==> src/rtl/axis_param_fifo.sv <==
// axis_param_fifo: parametrised AXI-Stream FIFO, depth 2^ADDR_W, with
// first-word-fall-through output, fill level, packet count and packet mode.
//
// Ports:
//   clk, rst      - single clock, asynchronous active-high reset
//   s_tdata_in    - slave data            (DATA_W)
//   s_tvalid_in   - slave valid
//   s_last_in     - slave TLAST
//   s_tready_out  - slave ready (registered state only)
//   m_tdata_out   - master data (head of FIFO)
//   m_tvalid_out  - master valid
//   m_last_out    - master TLAST
//   m_tready_in   - master ready
//   level_out     - stored beats, 0..DEPTH (ADDR_W+1)
//   pkt_cnt_out   - stored complete packets, 0..DEPTH (ADDR_W+1)
module axis_param_fifo #(
  parameter int DATA_W   = 8,
  parameter int ADDR_W   = 2,
  parameter bit PKT_MODE = 1'b0
) (
  input  logic              clk,
  input  logic              rst,
  input  logic [DATA_W-1:0] s_tdata_in,
  input  logic              s_tvalid_in,
  input  logic              s_last_in,
  output logic              s_tready_out,
  output logic [DATA_W-1:0] m_tdata_out,
  output logic              m_tvalid_out,
  output logic              m_last_out,
  input  logic              m_tready_in,
  output logic [ADDR_W:0]   level_out,
  output logic [ADDR_W:0]   pkt_cnt_out
);

  localparam int DEPTH = 1 << ADDR_W;
  localparam logic [ADDR_W:0] LP_FULL =
    {1'b1, {ADDR_W{1'b0}}};
  localparam logic [ADDR_W:0] LP_ONE =
    (ADDR_W+1)'(1);

  logic [DATA_W:0] r_mem [0:DEPTH-1];
  logic [ADDR_W:0] r_wr_ptr;
  logic [ADDR_W:0] r_rd_ptr;
  logic [ADDR_W:0] r_pkt_cnt;

  logic [ADDR_W:0] w_level;
  logic [DATA_W:0] w_head;
  logic            w_full;
  logic            w_empty;
  logic            w_valid;
  logic            w_push;
  logic            w_pop;
  logic            w_push_last;
  logic            w_pop_last;

  // Extra pointer bit distinguishes full from empty.
  assign w_level = r_wr_ptr - r_rd_ptr;
  assign w_full  = (w_level == LP_FULL);
  assign w_empty = (w_level == '0);
  assign w_head  = r_mem[r_rd_ptr[ADDR_W-1:0]];

  // In packet mode the full term lets an oversize
  // packet drain instead of deadlocking.
  assign w_valid = !w_empty &&
    (!PKT_MODE || (r_pkt_cnt != '0) || w_full);

  assign w_push      = s_tvalid_in && !w_full;
  assign w_pop       = w_valid && m_tready_in;
  assign w_push_last = w_push && s_last_in;
  assign w_pop_last  = w_pop && w_head[DATA_W];

  assign s_tready_out = !w_full;
  assign m_tvalid_out = w_valid;
  assign m_tdata_out  = w_head[DATA_W-1:0];
  assign m_last_out   = w_head[DATA_W];
  assign level_out    = w_level;
  assign pkt_cnt_out  = r_pkt_cnt;

  always_ff @(posedge clk) begin
    if (w_push) begin
      r_mem[r_wr_ptr[ADDR_W-1:0]] <=
        {s_last_in, s_tdata_in};
    end
  end

  always_ff @(posedge clk or posedge rst) begin
    if (rst) begin
      r_wr_ptr <= '0;
      r_rd_ptr <= '0;
    end else begin
      if (w_push) r_wr_ptr <= r_wr_ptr + LP_ONE;
      if (w_pop)  r_rd_ptr <= r_rd_ptr + LP_ONE;
    end
  end

  // Saturate at zero: an oversize release may pop
  // a last beat that was never counted.
  always_ff @(posedge clk or posedge rst) begin
    if (rst) begin
      r_pkt_cnt <= '0;
    end else if (w_push_last && !w_pop_last) begin
      r_pkt_cnt <= r_pkt_cnt + LP_ONE;
    end else if (!w_push_last && w_pop_last &&
                 (r_pkt_cnt != '0)) begin
      r_pkt_cnt <= r_pkt_cnt - LP_ONE;
    end
  end

endmodule
==> config.mk <==
export PLATFORM = sky130hd
export DESIGN_NAME = axis_param_fifo
export DESIGN_NICKNAME = d
export VERILOG_FILES = /design/src/rtl/axis_param_fifo.sv
export SDC_FILE = /design/constraint.sdc
export NUM_CORES = 1
export LEC_CHECK = 0
export CAP_MARGIN = 10
export CORE_ASPECT_RATIO = 0.7
export CORE_MARGIN = 8
export CORE_UTILIZATION = 43
export CTS_BUF_LIST = sky130_fd_sc_hd__clkbuf_8
export DETAILED_ROUTE_END_ITERATION = 6
export GPL_TIMING_DRIVEN = 0
export HOLD_SLACK_MARGIN = 0.12
export PLACE_DENSITY = 0.68
export SYNTH_ARGS = -nofsm -noshare
export SYNTH_HDL_FRONTEND = slang
export SYNTH_SLANG_ARGS = --single-unit
==> constraint.sdc <==
create_clock -name clk -period 2.7 [get_ports clk]
set_input_delay 0.54 -clock clk [delete_from_list [all_inputs] [get_ports clk]]
set_output_delay 0.54 -clock clk [all_outputs]
set_load 0.02 [all_outputs]
==> run metrics, run 1 <==
Distinct cells, synth 30; Final ANT Viol Nets 0; Primary FF master, synth edfxtp_1; Least-Margin Pin Slew 0.550 ns; post-synth top area share 55.0%; Leak 1.01 nW; TritonCTS clock tree yes; placer congestion estimate 0.772; Worst Path Required 2.90 ns; CP Max Fanout 7; register area share after synthesis 66.5%; final slew viol count 0; Mapped Nets 127; Post-DP HPWL 2.48 mm; average wire per standard cell 17.4 microns; post-DR vias/cell 5.24; Syn Inst Count 106; Post-synth EDFFs 36; Synth area leader edfxtp_1; Clock Pin Slew Worst Setup and Hold Paths 0.08 ns; clock sinks 45; DRC Markers 0; Hold Crit Class reg2reg; number of global-route vias before repair 1153; All-Layer GR Usage 10.5%; antenna violations before repair 0; Clock Skews 0.0108 ns; syn_area_per_cell 18.5 sq um; via count 1059; cts hold-fix bufs 0; Fin. Hold Viols 0; post-route minimum period 2.63 ns; Setup Crit Path Kind reg2reg; core box area 4380 sq um; kind of end point of the critical path register; top cells by area, synth edfxtp_1, dfrtp_1, mux4_1; Tcrit/Tclk final 97.6%; top-level port count 30; Yosys warnings 0; total clock buffers created by CTS 5; # diodes 0; die height 72.6 microns; deepest clock path buffer count 2; First-pass DRT Iterations 4; share of layout cells above drive strength 1 21.1%; f_max 0.380 GHz; status complete, no violations; H-tree Lvls 2; width of the die 96.8 microns; Tot Pwr 3.25 mW; Port Buffers 29; Site Rows 20; Area growth syn-to-layout 26.3%; root buffer cell clkbuf_8; Initial DRC Count 49; Overflow after GRT 0; largest net degree at the start of global routing 14; Power Dens Cells 1310 nW/um^2; combined area of all synthesized cells 1960 sq um; clk_lat worst skew 0.29 ns; most common cell in the synthesized netlist edfxtp_1; Total Wirelength 3.51 mm; startpoint type of the worst setup path register; global-route wire length before repair 5.80 mm; FFs w/ async S/R, synth 20.0%; Relative slew margins 63.4%; Reg2Reg Setup Slack 0.07 ns; nets 167; Yosys reg bits 45; synth cell count leaders edfxtp_1, dfrtp_1, mux4_1, ha_1, inv_1; Final setup viols 0; VDD IR max 0.677 mV; Max Cap Viol 0; Starting Density 44.9%; Fin Setup TNS 0 ns; crit path DAT 2.83 ns; RSZ-0062 raised after global routing yes; die area 7020 sq um
-- flip-flops by register name (all words and copies together) (netlist names) --
register and cells:
r_rd_ptr 3, r_mem 36, pkt_cnt_out 3, r_wr_ptr 3
-- where the power goes --
part | leakage (nW) | switching [mW] | internal [mW]
sequential | 0.435 | 0.102 | 0.980
combinational | 0.525 | 0.926 | 0.858
clock | 0.0505 | 0.207 | 0.174
total | 1.01 | 1.24 | 2.01
-- kinds of logic (layout without fill, tap and decap cells) --
| logic type | count (synthesis) | count (layout) | synth area share [%] |
|---|---|---|---|
| flip-flops | 45 | 45 | 66.5 |
| AND/OR/NAND/NOR | 19 | 19 | 4.84 |
| multiplexers | 12 | 12 | 13.9 |
| buffers and inverters | 9 | 50 | 2.55 |
| adder cells (fa/ha/maj) | 8 | 8 | 5.86 |
| AO/OA/AOI/OAI | 8 | 8 | 3.31 |
| XOR/XNOR | 5 | 5 | 3.06 |
-- cells in the final DEF, fill, tap and decap left out, types with 3 or more instances in the layout --
master           netlist  routed
mux4_1                 8       8
nor2_1                 5       5
dlymetal6s2s_1         0       9
and3_1                 4       4
clkdlybuf4s50_1        0      17
xnor2_1                3       3
dfrtp_1                9       9
ha_1                   6       5
buf_4                  0       5
clkbuf_8               0       5
inv_1                  6       6
edfxtp_1              36      36
nand2_1                4       4
-- repair_timing --
action | in CTS | in global routing
setup endpoints to repair | 5 | 12
buffers inserted | 5 | 0
pin swaps | 2 | 1
gates resized for setup | 8 | 11
-- per-layer routing --
layer	track usage [%]	part of all wire (%)
met1	12.8	45
met2	17.2	50
met4	4.07	0.97
met3	3.32	3.4
met5	0	0
-- through the flow --
step           hold WS, ns  setup slack [ns]  area (sq um)  util, %  std cells
2_1_floorplan        0.368            0.0153          1990        -        106
3_3_place_gp         0.462           -0.0244          2350     53.6        190
3_5_place_dp         0.470           -0.0770          2350     53.6        190
4_1_cts              0.482          -0.00509          2460     56.3        202
5_1_grt              0.515           -0.0424          2480     56.7        202
6_report             0.478            0.0661          2480     56.7        202
-- cell type report --
cell class	count	area (sq um)
buffer	2	16.3
clock buffer	5	68.8
clock inverter	3	12.5
fill	330	1900
inverter	6	22.5
multi-input combinational	52	641
sequential	45	1310
tap	55	68.8
timing repair buffer	34	345
-- path summary, 6_finish.rpt --
check	startpoint	depth (start not counted)	to
max	r_wr_ptr[0]	10	pkt_cnt_out[2]
min	r_rd_ptr[2]	1	r_rd_ptr[2]
max reg2reg	r_wr_ptr[0]	10	pkt_cnt_out[2]
min reg2reg	r_rd_ptr[2]	1	r_rd_ptr[2]
max in group asynchronous	rst	2	pkt_cnt_out[2]
min in group asynchronous	rst	2	r_wr_ptr[1]
-- worst max-delay path, stage by stage, from the launching register on --
cell	delay [ns]
dfrtp_1	0.36
inv_2	0.06
ha_4	0.16
fa_2	0.34
xor3_2	0.31
o211ai_2	0.21
and2_4	0.21
inv_2	0.05
fa_2	0.38
mux2_4	0.31
mux2i_2	0.15
Power figures use the tool's default switching activity.
==> run 2, diff against run 1 <==
Settings changed: CAP_MARGIN 10 to 20, PLACE_DENSITY 0.68 to 0.66.
Clock period 2.7 ns to 2.67 ns, I/O delays scaled along.
==> run 2 against run 1 <==
The flow now finishes with violations (negative setup slack). Combinational power hardly changed. Global-route usage is 0.051 points lower. Power is 1.9% higher. Non-clock buffer count is 1 higher. Die area stayed put. Sequential power hardly changed. First-iteration DRC count is 33% lower. Design area is 0.20% lower. Via count is 1.7% lower. Clock power is 13% higher. Sequential cell count stayed put. Largest cell class unchanged.
==> run metrics, run 2 (same netlist as run 1, synthesis figures left out) <==
status complete, but fails checks; failing checks negative setup slack; Slowest cell on crit path dfrtp_1; startpoint type of the worst setup path register; die area 7020 sq um (unchanged); Hold Startpoint r_rd_ptr[2]; Multi-input gate area 641 sq um (unchanged); Area growth syn-to-layout 26.1%; First-pass DRT Iterations 4 (unchanged); Clock Skews 0.0173 ns (+0.00650 ns); f_max 0.374 GHz (-1.5%); deepest clock path buffer count 2 (unchanged); crit path DAT 2.90 ns (+0.07 ns); worst path bufs/invs 2 (unchanged); commonest non-fill, non-tap cell in the layout edfxtp_1; Fin. Hold Viols 0 (unchanged); met3 GRT Util 2.94% (-0.38 points); Leak 0.968 nW (-4.1%); total clock buffers created by CTS 5 (unchanged); via count 1041 (-1.7%); max FFs per register 36 (unchanged); share of layout cells above drive strength 1 23.0% (+1.9 points); worst r2r path cells 10 (unchanged); VDD IR max 0.916 mV (+35%); Port Buffers 29 (unchanged); Site Rows 20 (unchanged); clock sinks 45 (unchanged); Tot Pwr 3.31 mW (+1.9%); global-route wire length before repair 5.73 mm (-1.1%); Worst Path Required 2.90 ns (about the same); Final setup viols 1 (+1); Placement Setup Slack -0.0927 ns (-0.0158 ns); All-Layer GR Usage 10.5% (-0.051 points); Worst path top cell family by delay adder cells; Starting Density 44.9% (unchanged); number of global-route vias before repair 1154 (+0.087%); CP peak stage delay 0.44 ns (+0.06 ns); TritonCTS clock tree yes; hold_ws 0.492 ns (+0.0140 ns); # diodes 0 (unchanged); post-route minimum period 2.67 ns (+0.0402 ns); antenna violations before repair 0 (unchanged); commonest non-fill, non-tap cells in the layout edfxtp_1, clkdlybuf4s50_1, dfrtp_1; top-level port count 30 (unchanged); average wire per standard cell 17.6 microns (+1.1%); CP Max Fanout 7 (unchanged); DRC Markers 0 (unchanged); # fillers 334 (+1.2%); Max Cap Viol 0 (unchanged); largest net degree at the start of global routing 17 (+3); FF+latch area 1310 sq um (unchanged); Post-DP HPWL 2.55 mm (+2.9%); Final ANT Viol Nets 0 (unchanged); Least-Margin Pin Slew 0.551 ns (+0.00135 ns); critical-path cell list ha_4 > fa_2 > xor3_2 > o211ai_2 > and2_4 > buf_6 > inv_4 > fa_2 > mux2_4 > mux2i_2; H-tree Lvls 2 (unchanged); core box area 4380 sq um (unchanged); Setup Crit Path Kind reg2reg; Hold Crit Class reg2reg; utilization after layout 56.5% (-0.11 points); hold path depth 1 (unchanged); nets 168 (+0.60%); post-DR vias/cell 5.13 (-2.2%); final slew viol count 0 (unchanged); die height 72.6 microns (unchanged); Power Dens Cells 1340 nW/um^2 (+2.1%); cts hold-fix bufs 0 (unchanged); Reg2Reg Setup Slack -0.004 ns (-0.07 ns); Overflow after GRT 0 (unchanged); root buffer cell clkbuf_8; Total Wirelength 3.57 mm (+1.6%); met2 global-route usage 17.2% (unchanged); worst r2r src r_rd_ptr[0]; placer congestion estimate 0.777 (+0.70%); M1 GR Usage 12.5% (-0.26 points); cell area after placement 2360 sq um (+0.43%); Relative slew margins 63.3% (-0.090 points); Final Cell Area 2480 sq um (-0.20%); Initial DRC Count 33 (-33%); RSZ-0062 raised after global routing yes; kind of end point of the critical path register; GRT busiest layer met2; Clock Pin Slew Worst Setup and Hold Paths 0.10 ns (+0.02 ns); width of the die 96.8 microns (unchanged); final worst slack -0.00412 ns (-0.0702 ns); Tcrit/Tclk final 100% (+2.6 points); reg2reg end pkt_cnt_out[2]; critical path's most frequent cell fa_2; clk_lat worst skew 0.30 ns (about the same); WHS Endpoint r_rd_ptr[2]
-- run 2: what timing repair did --
action,in CTS,in global routing
setup buffers,4,1
setup endpoints to repair,4,6
gates resized for setup,15,5
pin swaps,0,0
-- run 2: metal layers --
layer | up-vias | share of wire [%] | wire [microns]
li1 | 494 | - | -
met2 | 22 | 49 | 1730
met5 | - | 0 | 0
met1 | 523 | 47 | 1670
met4 | 0 | 1.1 | 41
met3 | 2 | 3.4 | 123
-- run 2: per-stage QoR --
step | setup TNS [ns] | std cells
after global routing | -0.128 | 203
after global placement | -0.0737 | 190
final | -0.00412 | 203
after detailed placement | -0.137 | 190
after floorplan | 0 | 106
after CTS | -0.00647 | 202
-- run 2: area by class of cell --
type	count	share of cell area, %
Buffer	3	1.11
Clock buffer	5	2.78
Clock inverter	3	0.960
Inverter	6	1.01
Multi-Input combinational cell	52	25.9
Sequential cell	45	52.8
Tap cell	55	2.78
Timing Repair Buffer	34	12.7
-- run 2: power breakdown --
part	switching, mW	internal (mW)
combinational	0.945	0.836
clock	0.241	0.190
sequential	0.109	0.991
-- run 2: worst max path at each step --
| stage | endpoint | cells after the start | slack [ns] | startpoint |
|---|---|---|---|---|
| 6_report | pkt_cnt_out[2] | 10 | -0.004 | r_rd_ptr[0] |
| 5_1_grt | pkt_cnt_out[2] | 10 | -0.13 | r_rd_ptr[0] |
| 4_1_cts | pkt_cnt_out[2] | 10 | -0.006 | r_rd_ptr[0] |
| 3_5_place_dp | pkt_cnt_out[2] | 11 | -0.09 | r_wr_ptr[0] |
| 3_3_place_gp | pkt_cnt_out[2] | 11 | -0.04 | r_wr_ptr[0] |
| 2_1_floorplan | pkt_cnt_out[2] | 11 | 0.002 | r_wr_ptr[0] |
==> run 3, diff against run 2 <==
Settings changed: CORE_UTILIZATION 43 to 55, PLACE_DENSITY 0.66 to 0.81.
==> run 3 against run 2 <==
The flow still finishes with violations (negative setup slack). Routed wire length is 8.0% higher. Power is 8.0% higher. First-iteration DRC count is 130% higher. Clock power is 18% higher. Register-to-register slack hardly changed. Highest routed layer unchanged.
==> run metrics, run 3 (same netlist as run 1, synthesis figures left out) <==
Clock Pin Slew Worst Setup and Hold Paths 0.09 ns (about the same); utilization after layout 73.3% (+17 points); placed cells 185 (-2.6%); hold path depth 1 (unchanged); global-route wire length before repair 5.98 mm (+4.3%); cell area after placement 2350 sq um (-0.27%); Max Cap Viol 0 (unchanged); hold_ws 0.492 ns (+0.000625 ns); Site Rows 18 (-10%); All-Layer GR Usage 14.2% (+3.7 points); Slowest cell on crit path dfrtp_2; Worst Path Required 2.88 ns (-0.02 ns); Reg2Reg Setup Slack -0.007 ns (about the same); post-route minimum period 2.68 ns (+0.00305 ns); root buffer cell clkbuf_8; clk_lat worst skew 0.29 ns (about the same); commonest non-fill, non-tap cell in the layout edfxtp_1; Post-DP HPWL 2.54 mm (-0.34%); share of layout cells above drive strength 1 25.7% (+2.7 points); max FFs per register 36 (unchanged); via count 1091 (+4.8%); Total Wirelength 3.85 mm (+8.0%); Net Switching 1.34 mW (+3.1%); total clock buffers created by CTS 5 (unchanged); largest net degree at the start of global routing 15 (-2); Leak 1.05 nW (+8.4%); post-DR vias/cell 5.40 (+5.3%); VDD IR max 1.23 mV (+34%); final slew viol count 0 (unchanged); worst r2r src r_rd_ptr[0]; Starting Density 56.6% (+12 points); # diodes 0 (unchanged); Hold Startpoint r_rd_ptr[2]; Tcrit/Tclk final 100% (+0.11 points); internal power 2.24 mW (+11%); H-tree Lvls 2 (unchanged); Port Buffers 29 (unchanged); core box area 3470 sq um (-21%); clock sinks 45 (unchanged); TritonCTS clock tree yes; critical path's most frequent cell fa_2; First-pass DRT Iterations 4 (unchanged); Area growth syn-to-layout 29.4%; Clock Power Share 14.2% (+1.2 points); RSZ-0062 raised after global routing yes; Post-Layout Cell Count 202 (-0.49%); Clock Skews 0.00816 ns (-0.00917 ns); Worst path top cell family by delay adder cells; reg2reg end pkt_cnt_out[2]; WHS Endpoint r_rd_ptr[2]; Overflow after GRT 0 (unchanged); final worst slack -0.00717 ns (-0.00305 ns); Switching Fraction 37.3% (-1.8 points); sequential group share of total power 31.0% (-2.2 points); die height 66 microns (-9.0%); worst r2r path cells 10 (unchanged); Power Dens Cells 1410 nW/um^2 (+5.2%); CP Max Fanout 7 (unchanged); combinational power share 54.8% (+1.0 points); Final ANT Viol Nets 0 (unchanged); commonest non-fill, non-tap cells in the layout edfxtp_1, clkdlybuf4s50_1, dlymetal6s2s_1, buf_4; die area 5770 sq um (-18%); Least-Margin Pin Slew 0.555 ns (+0.00430 ns); startpoint type of the worst setup path register; kind of end point of the critical path register; f_max 0.374 GHz (-0.11%); Initial DRC Count 76 (+130%); Fin Setup TNS -0.00717 ns (-0.00305 ns); Relative slew margins 63.0% (-0.29 points); Final Cell Area 2540 sq um (+2.7%); number of global-route vias before repair 1168 (+1.2%); crit path DAT 2.89 ns (about the same); Fin. Hold Viols 0 (unchanged); worst path bufs/invs 2 (unchanged); Setup Crit Path Kind reg2reg; placer congestion estimate 0.741 (-4.6%); failing checks negative setup slack; antenna violations before repair 0 (unchanged); width of the die 87.4 microns (-9.7%); average wire per standard cell 19.1 microns (+8.6%); nets 172 (+2.4%); status complete, but fails checks; deepest clock path buffer count 2 (unchanged); Final setup viols 1 (unchanged); top-level port count 30 (unchanged); Hold Crit Class reg2reg; DRC Markers 0 (unchanged); critical-path cell list ha_4 > fa_2 > xor3_2 > a31oi_4 > and2_4 > buf_6 > inv_2 > fa_2 > mux2_4 > mux2i_2; CP peak stage delay 0.45 ns (about the same)
## run 3: through the flow
| stage | power (mW) | setup WS (ns) |
|---|---|---|
| after global placement | 2.89 | -0.00971 |
| after floorplan | 2.28 | 0.00193 |
| after detailed placement | 2.96 | -0.0858 |
| final | 3.58 | -0.00717 |
| after CTS | 3.52 | 0.00881 |
| after global routing | 3.77 | -0.101 |
## run 3: cell type report
| cell class | count | area [sq um] |
|---|---|---|
| sequential | 45 | 1310 |
| fill | 220 | 926 |
| multi-input combinational | 52 | 641 |
| timing repair buffer | 38 | 370 |
| clock buffer | 5 | 68.8 |
| tap | 50 | 62.6 |
| clock inverter | 3 | 42.5 |
| buffer | 3 | 27.5 |
| inverter | 6 | 22.5 |
## run 3: how the worst max path moves through the flow
stage,start,to,cells after the start
3_5_place_dp,r_wr_ptr[0],pkt_cnt_out[2],11
6_report,r_rd_ptr[0],pkt_cnt_out[2],10
5_1_grt,r_wr_ptr[0],pkt_cnt_out[2],11
2_1_floorplan,r_wr_ptr[0],pkt_cnt_out[2],11
3_3_place_gp,r_wr_ptr[0],m_tvalid_out,6
4_1_cts,r_rd_ptr[0],m_tdata_out[7],4
## run 3: power by group through the flow
stage	clock network (mW)	logic, mW	registers [mW]
after floorplan	0	1.16	1.12
final	0.507	1.96	1.11
after CTS	0.507	1.91	1.10
after global routing	0.542	2.10	1.13
after global placement	0	1.78	1.11
after detailed placement	0	1.83	1.12
## run 3: layer usage
layer / wire, microns / GRT usage, %
met1: 1650 / 16.8
met2: 1990 / 24.1
met3: 192 / 4.47
met4: 18 / 4.69
met5: 0 / 0
## run 3: timing repair
item | 4_1_cts | 5_1_grt
setup buffers | 7 | 2
pin swaps | 1 | 2
gates resized for setup | 7 | 14
hold endpoints to repair | 0 | 0
hold buffers | 0 | 0
setup endpoints to repair | 4 | 13
